**config.mk**
```make
export PLATFORM = sky130hd
export DESIGN_NAME = hist_level_decoder
export DESIGN_NICKNAME = d
export VERILOG_FILES = /design/src/rtl/hist_level_decoder_pkg.sv /design/src/rtl/hist_level_decoder_onehot_decoder.sv /design/src/rtl/hist_level_decoder.sv
export SDC_FILE = /design/constraint.sdc
export NUM_CORES = 1
export LEC_CHECK = 0
export CORE_ASPECT_RATIO = 0.6
export CORE_UTILIZATION = 28
export DETAILED_ROUTE_END_ITERATION = 8
export PLACE_DENSITY = 0.53
export SETUP_SLACK_MARGIN = 0.2
export SYNTH_ARGS = -nofsm -noshare
export SYNTH_HDL_FRONTEND = slang
export SYNTH_SLANG_ARGS = --single-unit
export TNS_END_PERCENT = 100
```
**constraint.sdc**
```tcl
create_clock -name clk -period 5.1 [get_ports clk]
set_input_delay 0.765 -clock clk [delete_from_list [all_inputs] [get_ports clk]]
set_output_delay 0.765 -clock clk [all_outputs]
set_load 0.02 [all_outputs]
```
**src/rtl/hist_level_decoder_pkg.sv**
```systemverilog
// Shared definitions for the histogram level decoder and related debug probes.
package hist_level_decoder_pkg;

    // Largest supported sample width (32 bins).
    localparam int unsigned MaxWidth = 5;

    // FSM state encoding, kept as plain constants for legacy tools.
    localparam logic [1:0] StIdle   = 2'd0;
    localparam logic [1:0] StSettle = 2'd1;
    localparam logic [1:0] StRun    = 2'd2;

    // Map a sample onto a bin index. Signed samples are converted to offset
    // binary (MSB inverted) so the most negative value lands in bin 0.
    function automatic logic [MaxWidth-1:0] bin_index(
        input logic [MaxWidth-1:0] sample,
        input int unsigned         width,
        input bit                  is_signed
    );
        logic [MaxWidth-1:0] idx;
        idx = '0;
        for (int unsigned i = 0; i < MaxWidth; i++) begin
            if (i < width) begin
                idx[i] = (is_signed && (i == width - 1)) ? ~sample[i] : sample[i];
            end
        end
        return idx;
    endfunction

endpackage

```
**src/rtl/hist_level_decoder_onehot_decoder.sv**
```systemverilog
// Registered index-to-one-hot decoder with enable; zero output when disabled.
module onehot_decoder #(
    parameter int unsigned WIDTH = 3
) (
    input  logic                  clk,
    input  logic                  resetn,
    input  logic                  en,
    input  logic [WIDTH-1:0]      index,
    output logic [2**WIDTH-1:0]   lines,
    output logic                  valid
);

    localparam int unsigned Lines = 2 ** WIDTH;

    logic [Lines-1:0] lines_q;
    logic             valid_q;

    // Output register; async clear so no stale bin survives a reset.
    always_ff @(posedge clk or negedge resetn) begin
        if (!resetn) begin
            lines_q <= '0;
            valid_q <= 1'b0;
        end else begin
            lines_q <= en ? (Lines'(1) << index) : '0;
            valid_q <= en;
        end
    end

    assign lines = lines_q;
    assign valid = valid_q;

endmodule

```
**src/rtl/hist_level_decoder.sv**
```systemverilog
// Converts a sample stream into one-hot amplitude-bin strobes for the
// histogram counter bank, with enable gating, settle hold-off and decimation.
module hist_level_decoder
    import hist_level_decoder_pkg::*;
#(
    parameter int unsigned  WIDTH  = 3,
    parameter bit           SIGNED = 1'b1,
    parameter int unsigned  SETTLE = 4,
    localparam int unsigned LINES  = 2 ** WIDTH
) (
    input  logic             clk,
    input  logic             resetn,
    input  logic             en,
    input  logic [7:0]       decim,
    input  logic             in_valid,
    input  logic [WIDTH-1:0] in_data,
    output logic [LINES-1:0] out_lines,
    output logic             out_valid,
    output logic             running
);

    localparam int unsigned SettleW = (SETTLE > 1) ? $clog2(SETTLE) : 1;

    if (WIDTH < 1 || WIDTH > MaxWidth) begin : g_bad_width
        $error("hist_level_decoder: WIDTH must be 1..%0d", MaxWidth);
    end
    if (SETTLE < 1) begin : g_bad_settle
        $error("hist_level_decoder: SETTLE must be at least 1");
    end

    logic [1:0]         state_q, state_d;
    logic [SettleW-1:0] settle_q, settle_d;
    logic [7:0]         dcnt_q, dcnt_d;
    logic               accept;
    logic               acc_q;
    logic [WIDTH-1:0]   idx_d, idx_q;
    logic               running_q;

    assign idx_d = WIDTH'(bin_index(MaxWidth'(in_data), WIDTH, SIGNED));

    // Enable / settle state machine; any cycle with en low returns to idle.
    always_comb begin
        state_d  = state_q;
        settle_d = '0;
        case (state_q)
            StIdle: begin
                if (en) state_d = StSettle;
            end
            StSettle: begin
                if (!en) begin
                    state_d = StIdle;
                end else if (settle_q == SettleW'(SETTLE - 1)) begin
                    state_d = StRun;
                end else begin
                    settle_d = settle_q + SettleW'(1);
                end
            end
            StRun: begin
                if (!en) state_d = StIdle;
            end
            default: state_d = StIdle;
        endcase
    end

    // Decimation: accept when the count has reached (or passed) decim, so a
    // mid-run decrease of decim can never leave the counter running away.
    always_comb begin
        accept = 1'b0;
        dcnt_d = '0;
        if (state_q == StRun) begin
            dcnt_d = dcnt_q;
            if (in_valid) begin
                if (dcnt_q >= decim) begin
                    accept = 1'b1;
                    dcnt_d = '0;
                end else begin
                    dcnt_d = dcnt_q + 8'd1;
                end
            end
        end
    end

    // Control state, counters and pipeline stage 1.
    always_ff @(posedge clk or negedge resetn) begin
        if (!resetn) begin
            state_q   <= StIdle;
            settle_q  <= '0;
            dcnt_q    <= '0;
            acc_q     <= 1'b0;
            idx_q     <= '0;
            running_q <= 1'b0;
        end else begin
            state_q   <= state_d;
            settle_q  <= settle_d;
            dcnt_q    <= dcnt_d;
            acc_q     <= accept;
            idx_q     <= idx_d;
            running_q <= (state_d == StRun);
        end
    end

    // Pipeline stage 2: registered one-hot expansion.
    onehot_decoder #(
        .WIDTH (WIDTH)
    ) u_onehot (
        .clk    (clk),
        .resetn (resetn),
        .en     (acc_q),
        .index  (idx_q),
        .lines  (out_lines),
        .valid  (out_valid)
    );

    assign running = running_q;

endmodule

```
* Word level (Yosys, flattened, before mapping) *
Index checks and enable logic that the tools add are counted.
Widths: inputs -> output; s select.

word-level totals
  register bits after elaboration = 26
  output and inout bits = 10
  logic and storage cells = 34

operators by class
  $add $sub $neg = 2
  order comparisons = 1
  equality and inequality tests = 5
  shift operators = 1
  multiplexer cells = 15
  bitwise gates (word level) = 1
  reduce and logical (&&, ||, !) cells = 1

operator list
  kind                 number
  $mux 8               4
  $mux 2               7
  $add 8x1->8 const B  1
  $ge 8x8->1           1
  $shl 1x3->8 const A  1
  $eq 2x2->1 const B   3
  $pmux 2 s3           1
  $mux 1               3
  $add 2x1->2 const B  1
  $eq 2x1->1 const B   1
  $logic_not 2->1      1
  $ne 2x2->1 const B   1
  $not 1->1            1

* Depth between registers and ports, before layout *
Gate-level depths: netlist of run 1.

  depth after elaboration = 5
  gate-level depth with buffers = 8
  depth with buffers taken out = 7

* Modules after synthesis *
From an unflattened synthesis of run 1, not the netlist that was laid out.

second synthesis, totals
  cells, all modules = 112
  area, all modules = 1302.5 um2

by module, submodules not included
  module              instances  cells each  area each (um2)
  hist_level_decoder  1          95          980.9
  onehot_decoder      1          17          321.6

* Least setup slack after synthesis of run 1 *
OpenSTA, ideal clock, no wires.

  path type = input -> register
  start point = input decim[1]
  end point = register dcnt_q[6]
  setup time = 101 ps
  arrival time = 2157 ps
  slack = 2843 ps
  stages = 7
  path through = inv_1 ha_1 nor2b_1 o211a_1 o311ai_4 nand3_4 o311ai_2

on the way
  word-level cells in the longest chain between the ends = 4

ends and longest elaborated chain
  item                  line                      source
  from (decl)           hist_level_decoder.sv:14  input logic [7:0] decim,
  $ge 8x8->1            hist_level_decoder.sv:73  if (dcnt_q >= decim) begin
  $mux 8                hist_level_decoder.sv:73
  $mux 8                hist_level_decoder.sv:72  if (in_valid) begin
  $mux 8                hist_level_decoder.sv:70  if (state_q == StRun) begin
  to (signal assigned)  hist_level_decoder.sv:95  dcnt_q <= dcnt_d;
  to (decl)             hist_level_decoder.sv:33  logic [7:0] dcnt_q, dcnt_d;

No other way between the ends. The select of a mux whose other input is x is not followed.
A chain may end at the register's enable or synchronous reset.

* Final worst setup path of run 1 *
  start point = input decim[7]
  end point = register dcnt_q[3]

The elaborated chain is that of the path after synthesis.

==> impl_metrics.py, run 1 <==
metrics = {
    "placed_design": {
        "placed_cells": 202,
        "dp_hpwl_mm": 1.893,
        "dpl_worst_slack_ns": 2.139,
        "gp_congestion": 0.7978,
        "place.port_buffers": 24,
    },
    "critical_path": {
        "path_cells": "clkdlybuf4s50_1 > inv_1 > ha_1 > and3_1 > a221oi_2 > and2_1 > nand2_1 > o22ai_1",
        "arrival_ns": 2.82,
        "worst-path-buf-inv": 2,
        "slowest_delay_ns": 0.46,
        "crit_type": "in -> reg",
        "crit_slowest_cell": "clkdlybuf4s50_1",
        "cp.required_ns": 5.28,
        "cp-start-kind": "input port",
        "cp-end-kind": "flop",
        "critPathTopFamily": "simple AND/OR/NAND/NOR gates",
        "crit_fanout": 6,
    },
    "logic_synthesis": {
        "synth_ff_type": "dfrtp_1",
        "synthAdderAreaFrac": 0.09960,
        "synth_cells": 119,
        "synth_edf_count": 0,
        "synth_top_area_frac": 0.5179,
        "async_reset_ff_frac": 1.000,
        "synth_nets": 144,
        "synthDistinctLibCells": 26,
        "synth_area_sq_mm": 0.001256,
        "synth-xor-area-share": 0.01394,
        "ys_ff_latch": 26,
        "yosysSeqAreaShare": 0.5179,
        "yosys.area.top_type": "dfrtp_1",
        "synthTopCellsByArea": "dfrtp_1 52%, ha_1 10%, inv_1 3.9%, nand2_1 3.3%, nor2_1 2.7%",
        "synth.mux.area_fraction": 0,
        "synth_top_family_by_area": "simple AND/OR/NAND/NOR gates",
        "synth_warnings": 0,
        "synth_compound_area_frac": 0.1335,
        "synth_simple_gate_area_share": 0.1922,
        "synth.avg_cell_area_sq_um": 10.56,
    },
    "die": {
        "pin_count": 25,
        "row_count": 18,
        "start_util": 0.2983,
        "die_area_sq_mm": 0.004767,
        "dieWidth_um": 88.47,
        "coreArea_sq_mm": 0.004212,
        "die_h_um": 53.89,
    },
    "timing": {
        "fmax_ghz": 0.3796,
        "slew-limit-headroom": 0.2584,
        "fin_hold_ws_ns": 0.4143,
        "setup_tns_ns": 0,
        "skew_ns": 0.003786,
        "worst_pin_slew_ns": 1.109,
        "setup_viol": 0,
        "finalHoldViolCount": 0,
        "slew_violations": 0,
        "finalWorstSetupSlack_ns": 2.466,
        "period_share": 0.5165,
        "fin_crit_ns": 2.634,
        "grt_setup_unrepaired": "no",
    },
    "cells_and_area": {
        "layout_common_cells": "26 x dfrtp_1, 24 x clkdlybuf4s50_1, 13 x inv_1, 11 x nand2_1, 10 x ha_1",
        "area_delta_synth_final_pct": 29.08,
        "layout.nets": 172,
        "final_util": 0.3850,
        "diodes": 0,
        "drive_gt1_frac": 0.05479,
        "layout_commonest_cell": "dfrtp_1",
        "final_cells": 206,
    },
    "drt": {
        "vias": 898,
        "ant_nets": 0,
        "drtPass1Iterations": 4,
        "finalWirelength_mm": 2.325,
        "route.detailed.drc": 0,
        "routedWlPerCell_um": 11.29,
        "drt_iter0_markers": 66,
        "viasPerCell": 4.359,
    },
    "clock_network": {
        "cts_tree": "built",
        "postCtsSetupBuffers": 0,
        "holdBufCountCts": 0,
        "cts.htree.levels": 1,
        "clk_latency_ns": 0.26,
        "cts_max_path_buffers": 2,
        "ctsResizeCount": 0,
        "cts_buffers": 3,
        "cts_sinks": 26,
        "clkTransAtPathRegs_ns": 0.09,
        "root_buffer": "clkbuf_8",
    },
    "worst_hold_path": {
        "hold_class": "reg -> reg",
    },
    "global_routing": {
        "grt_pass1_wl_mm": 4.140,
        "antenna_found_initial": 0,
        "grt_pass1_vias": 887,
        "grt_max_degree": 27,
        "grtUsageTotal": 0.1161,
        "grt.overflow.total": 0,
    },
    "run_status": {
        "status": "finished clean",
    },
    "power_and_ir_drop": {
        "vdd_ir_drop_max_mv": 0.09264,
        "p_leak_uw": 0.0007258,
        "p_per_area_mw_per_mm2": 224.5,
    },
    "run": {
        "cap_violations": 0,
    },
}
[worst register-to-register path: stages, from the launching register on]
cell and delay (ns):
dfrtp_1 0.45, ha_1 0.31, and3_1 0.20, a221oi_2 0.30, and2_1 0.33, nand2_1 0.17
o22ai_1 0.23
[synthesized netlist by cell type (2+ instances only)]
| library cell | n |
|---|---|
| and2_1 | 3 |
| and3_1 | 3 |
| o21ai_0 | 3 |
| nor3_1 | 4 |
| nand2_1 | 11 |
| a21oi_1 | 5 |
| dfrtp_1 | 26 |
| o21a_1 | 2 |
| ha_1 | 10 |
| xnor2_1 | 2 |
| nand2b_1 | 5 |
| o22ai_1 | 2 |
| nand3_1 | 4 |
| a31oi_1 | 4 |
| inv_1 | 13 |
| nor2_1 | 9 |
| nor2b_1 | 4 |
[cells by family after synthesis]
group,count (synthesis)
buffers and inverters,14
XOR/XNOR,2
AO/OA/AOI/OAI,21
adder cells (fa/ha/maj),10
AND/OR/NAND/NOR,46
flip-flops,26
[sequential cells by signal (all words and copies together) (netlist names)]
register / count
acc_q: 1
dcnt_q: 8
idx_q: 3
running: 1
settle_q: 2
state_q: 2
u_onehot.lines: 8
u_onehot.valid: 1
[layout make-up]
class | count | area, sq um
clock buffers | 4 | 55.05
fillers | 421 | 2590
inverters | 13 | 48.80
multi-input cells | 79 | 551.8
flip-flops and latches | 26 | 650.6
well taps | 60 | 75.07
repair buffers | 24 | 240.2
[power by group]
part           switching [uW]  total [uW]  leakage (uW)  internal, uW
Combinational            11.3        25.1      0.000344          13.9
Sequential               1.93         210      0.000353           208
Clock                    59.6         129     0.0000288          68.9
[final timing paths]
path                       startpoint                end  slack (ns)  cells past startpoint
setup / recovery             decim[7]          dcnt_q[3]        2.47                      8
hold / removal                  acc_q     u_onehot.valid        0.41                      0
setup reg to reg            dcnt_q[6]          dcnt_q[3]        3.02                      6
hold reg to reg                 acc_q     u_onehot.valid        0.41                      0
max in group asynchronous      resetn          dcnt_q[2]        3.34                      1
min in group asynchronous      resetn  u_onehot.lines[7]        1.09                      1
[through the flow]
stage,cell area [sq um],power [uW]
after floorplan,1256,222.8
after detailed placement,1567,240.5
after global placement,1567,239.4
after CTS,1622,370.7
final,1622,364.0
after global routing,1622,384.7
[metal layers]
layer,global-route usage,part of all wire,up-vias
met1,0.1717,0.54,416
met3,0.03067,0.042,0
met2,0.1692,0.41,18
met4,0.02419,0,0
met5,0,0,-
li1,-,-,464
Note: power is estimated with default switching activity, not from simulation.
==> run 2: changes to the inputs <==
Clock period 5.1 ns to 2.5 ns, I/O delays scaled along.
==> impl_metrics.py, run 2 (synthesis gave the netlist of run 1 again) <==
metrics = {
    "clock_network": {
        "clk_latency_ns": 0.27,
        "root_buffer": "clkbuf_8",
        "cts.htree.levels": 1,
        "holdBufCountCts": 0,
        "cts_tree": "built",
        "cts_sinks": 26,
        "clkTransAtPathRegs_ns": 0.09,
        "cts_max_path_buffers": 2,
        "ctsResizeCount": 0,
        "postCtsSetupBuffers": 0,
        "cts_buffers": 3,
    },
    "timing": {
        "finalWorstSetupSlack_ns": 0.3333,
        "setup_viol": 0,
        "slew_violations": 0,
        "finalHoldViolCount": 0,
        "worst_pin_slew_ns": 0.4246,
        "skew_ns": 0.005106,
        "fmax_ghz": 0.4615,
        "period_share": 0.8667,
        "grt_setup_unrepaired": "no",
        "fin_crit_ns": 2.167,
        "slew-limit-headroom": 0.7163,
    },
    "drt": {
        "vias": 944,
        "top_layer_used": "met4",
        "route.detailed.drc": 0,
        "finalWirelength_mm": 2.487,
        "routedWlPerCell_um": 12.01,
        "ant_nets": 0,
        "wl_met2_mm": 1.129,
        "viasPerCell": 4.560,
        "drtPass1Iterations": 4,
        "wl_met3_um": 141,
        "drt-met1-wl_mm": 1.190,
        "drt_iter0_markers": 28,
    },
    "run": {
        "cap_violations": 0,
    },
    "critical_path": {
        "crit_type": "in -> reg",
        "r2r_slack_ns": 0.51,
        "cp-start-kind": "input port",
        "slowest_delay_ns": 0.45,
        "worst-path-buf-inv": 2,
        "crit_slowest_cell": "clkdlybuf4s50_1",
        "critPathTopFamily": "simple AND/OR/NAND/NOR gates",
        "regToRegStartpoint": "dcnt_q[6]",
        "reg2reg_to": "dcnt_q[4]",
        "path_cells": "clkdlybuf4s50_1 > inv_1 > ha_1 > and3_1 > a221oi_2 > and2_2 > nand2_1 > a21oi_1",
        "crit_fanout": 6,
        "cp.required_ns": 2.69,
        "arrival_ns": 2.35,
        "cp-end-kind": "flop",
        "reg2reg_depth": 6,
    },
    "cells_and_area": {
        "drive_gt1_frac": 0.06803,
        "layout_commonest_cell": "dfrtp_1",
        "layout.nets": 173,
        "final_util": 0.3910,
        "area_delta_synth_final_pct": 31.08,
        "layout_common_cells": "26 x dfrtp_1, 24 x clkdlybuf4s50_1, 13 x inv_1, 11 x nand2_1, 10 x ha_1",
        "fin_area_sq_mm": 0.001647,
        "fillers": 415,
        "diodes": 0,
    },
    "worst_hold_path": {
        "min_from": "acc_q",
        "hold_path_depth": 0,
        "hold_class": "reg -> reg",
        "hold_path_end": "u_onehot.valid",
    },
    "power_and_ir_drop": {
        "p_comb_frac": 0.065,
        "p_leak_uw": 0.0007383,
        "switchingPower_uw": 153.8,
        "seqPwrFrac": 0.522,
        "clock_power_share": 0.414,
        "p_sw_frac": 0.1870,
        "p_per_area_mw_per_mm2": 499.5,
        "vdd_ir_drop_max_mv": 0.2647,
        "p_int_uw": 668.7,
    },
    "placed_design": {
        "dp_hpwl_mm": 1.972,
        "dpl_worst_slack_ns": -0.04324,
        "gp_congestion": 0.7643,
        "placed_cell_area_sq_mm": 0.001574,
        "place.port_buffers": 24,
    },
    "die": {
        "dieWidth_um": 88.47,
        "coreArea_sq_mm": 0.004212,
        "pin_count": 25,
        "start_util": 0.2983,
        "row_count": 18,
        "die_h_um": 53.89,
        "die_area_sq_mm": 0.004767,
    },
    "global_routing": {
        "antenna_found_initial": 0,
        "grt_pass1_vias": 903,
        "grt_max_degree": 27,
        "grt.overflow.total": 0,
        "grtUsageTotal": 0.1183,
        "grt_pass1_wl_mm": 4.167,
    },
    "run_status": {
        "status": "finished clean",
    },
}
run 2: worst max-delay path by stage:
stage	startpoint	endpoint	slack, ns	depth (start not counted)
5_1_grt	decim[1]	dcnt_q[4]	0.23	8
3_3_place_gp	decim[7]	dcnt_q[6]	0.02	8
3_5_place_dp	decim[7]	dcnt_q[4]	-0.04	8
4_1_cts	decim[7]	dcnt_q[4]	0.27	8
2_1_floorplan	decim[1]	dcnt_q[6]	0.63	7
6_report	decim[7]	dcnt_q[4]	0.33	8
run 2: final cells by class:
cell class              instances  area [sq um]  area share
flip-flops and latches         26         650.6      0.3951
well taps                      60         75.07     0.04559
inverters                      13         48.80     0.02964
repair buffers                 25         247.7      0.1505
clock inverters                 1         30.03     0.01824
clock buffers                   3         41.29     0.02508
multi-input cells              79         553.0      0.3359
run 2: metal layers:
metal,vias to the layer above,global-route usage
met5,-,0
met4,0,0.04032
met3,4,0.03374
met2,28,0.1936
met1,446,0.1522
li1,466,-
run 2: power groups by stage:
stage | combinational [uW] | sequential, uW | clock, uW
3_5_place_dp | 54.8 | 438 | 0
6_report | 53.1 | 429 | 340
5_1_grt | 60.6 | 430 | 373
2_1_floorplan | 17.6 | 437 | 0
3_3_place_gp | 52.2 | 437 | 0
4_1_cts | 54.7 | 429 | 355
run 2: metrics by stage:
step                power [uW]  std cells  TNS [ns]  hold WS [ns]
floorplan                454.5        119         0       0.07941
global placement         489.6        203         0        0.3884
detailed placement       492.3        203  -0.06287        0.3921
CTS                      839.3        207         0        0.4076
global route             864.3        207         0        0.4401
finish                   822.5        207         0        0.4051
==> run 3: changes to the inputs <==
Settings changed: CORE_MARGIN from default to 1.
==> results of run 3 <==
Final layout, timing and power as in run 2 (identical DEF).
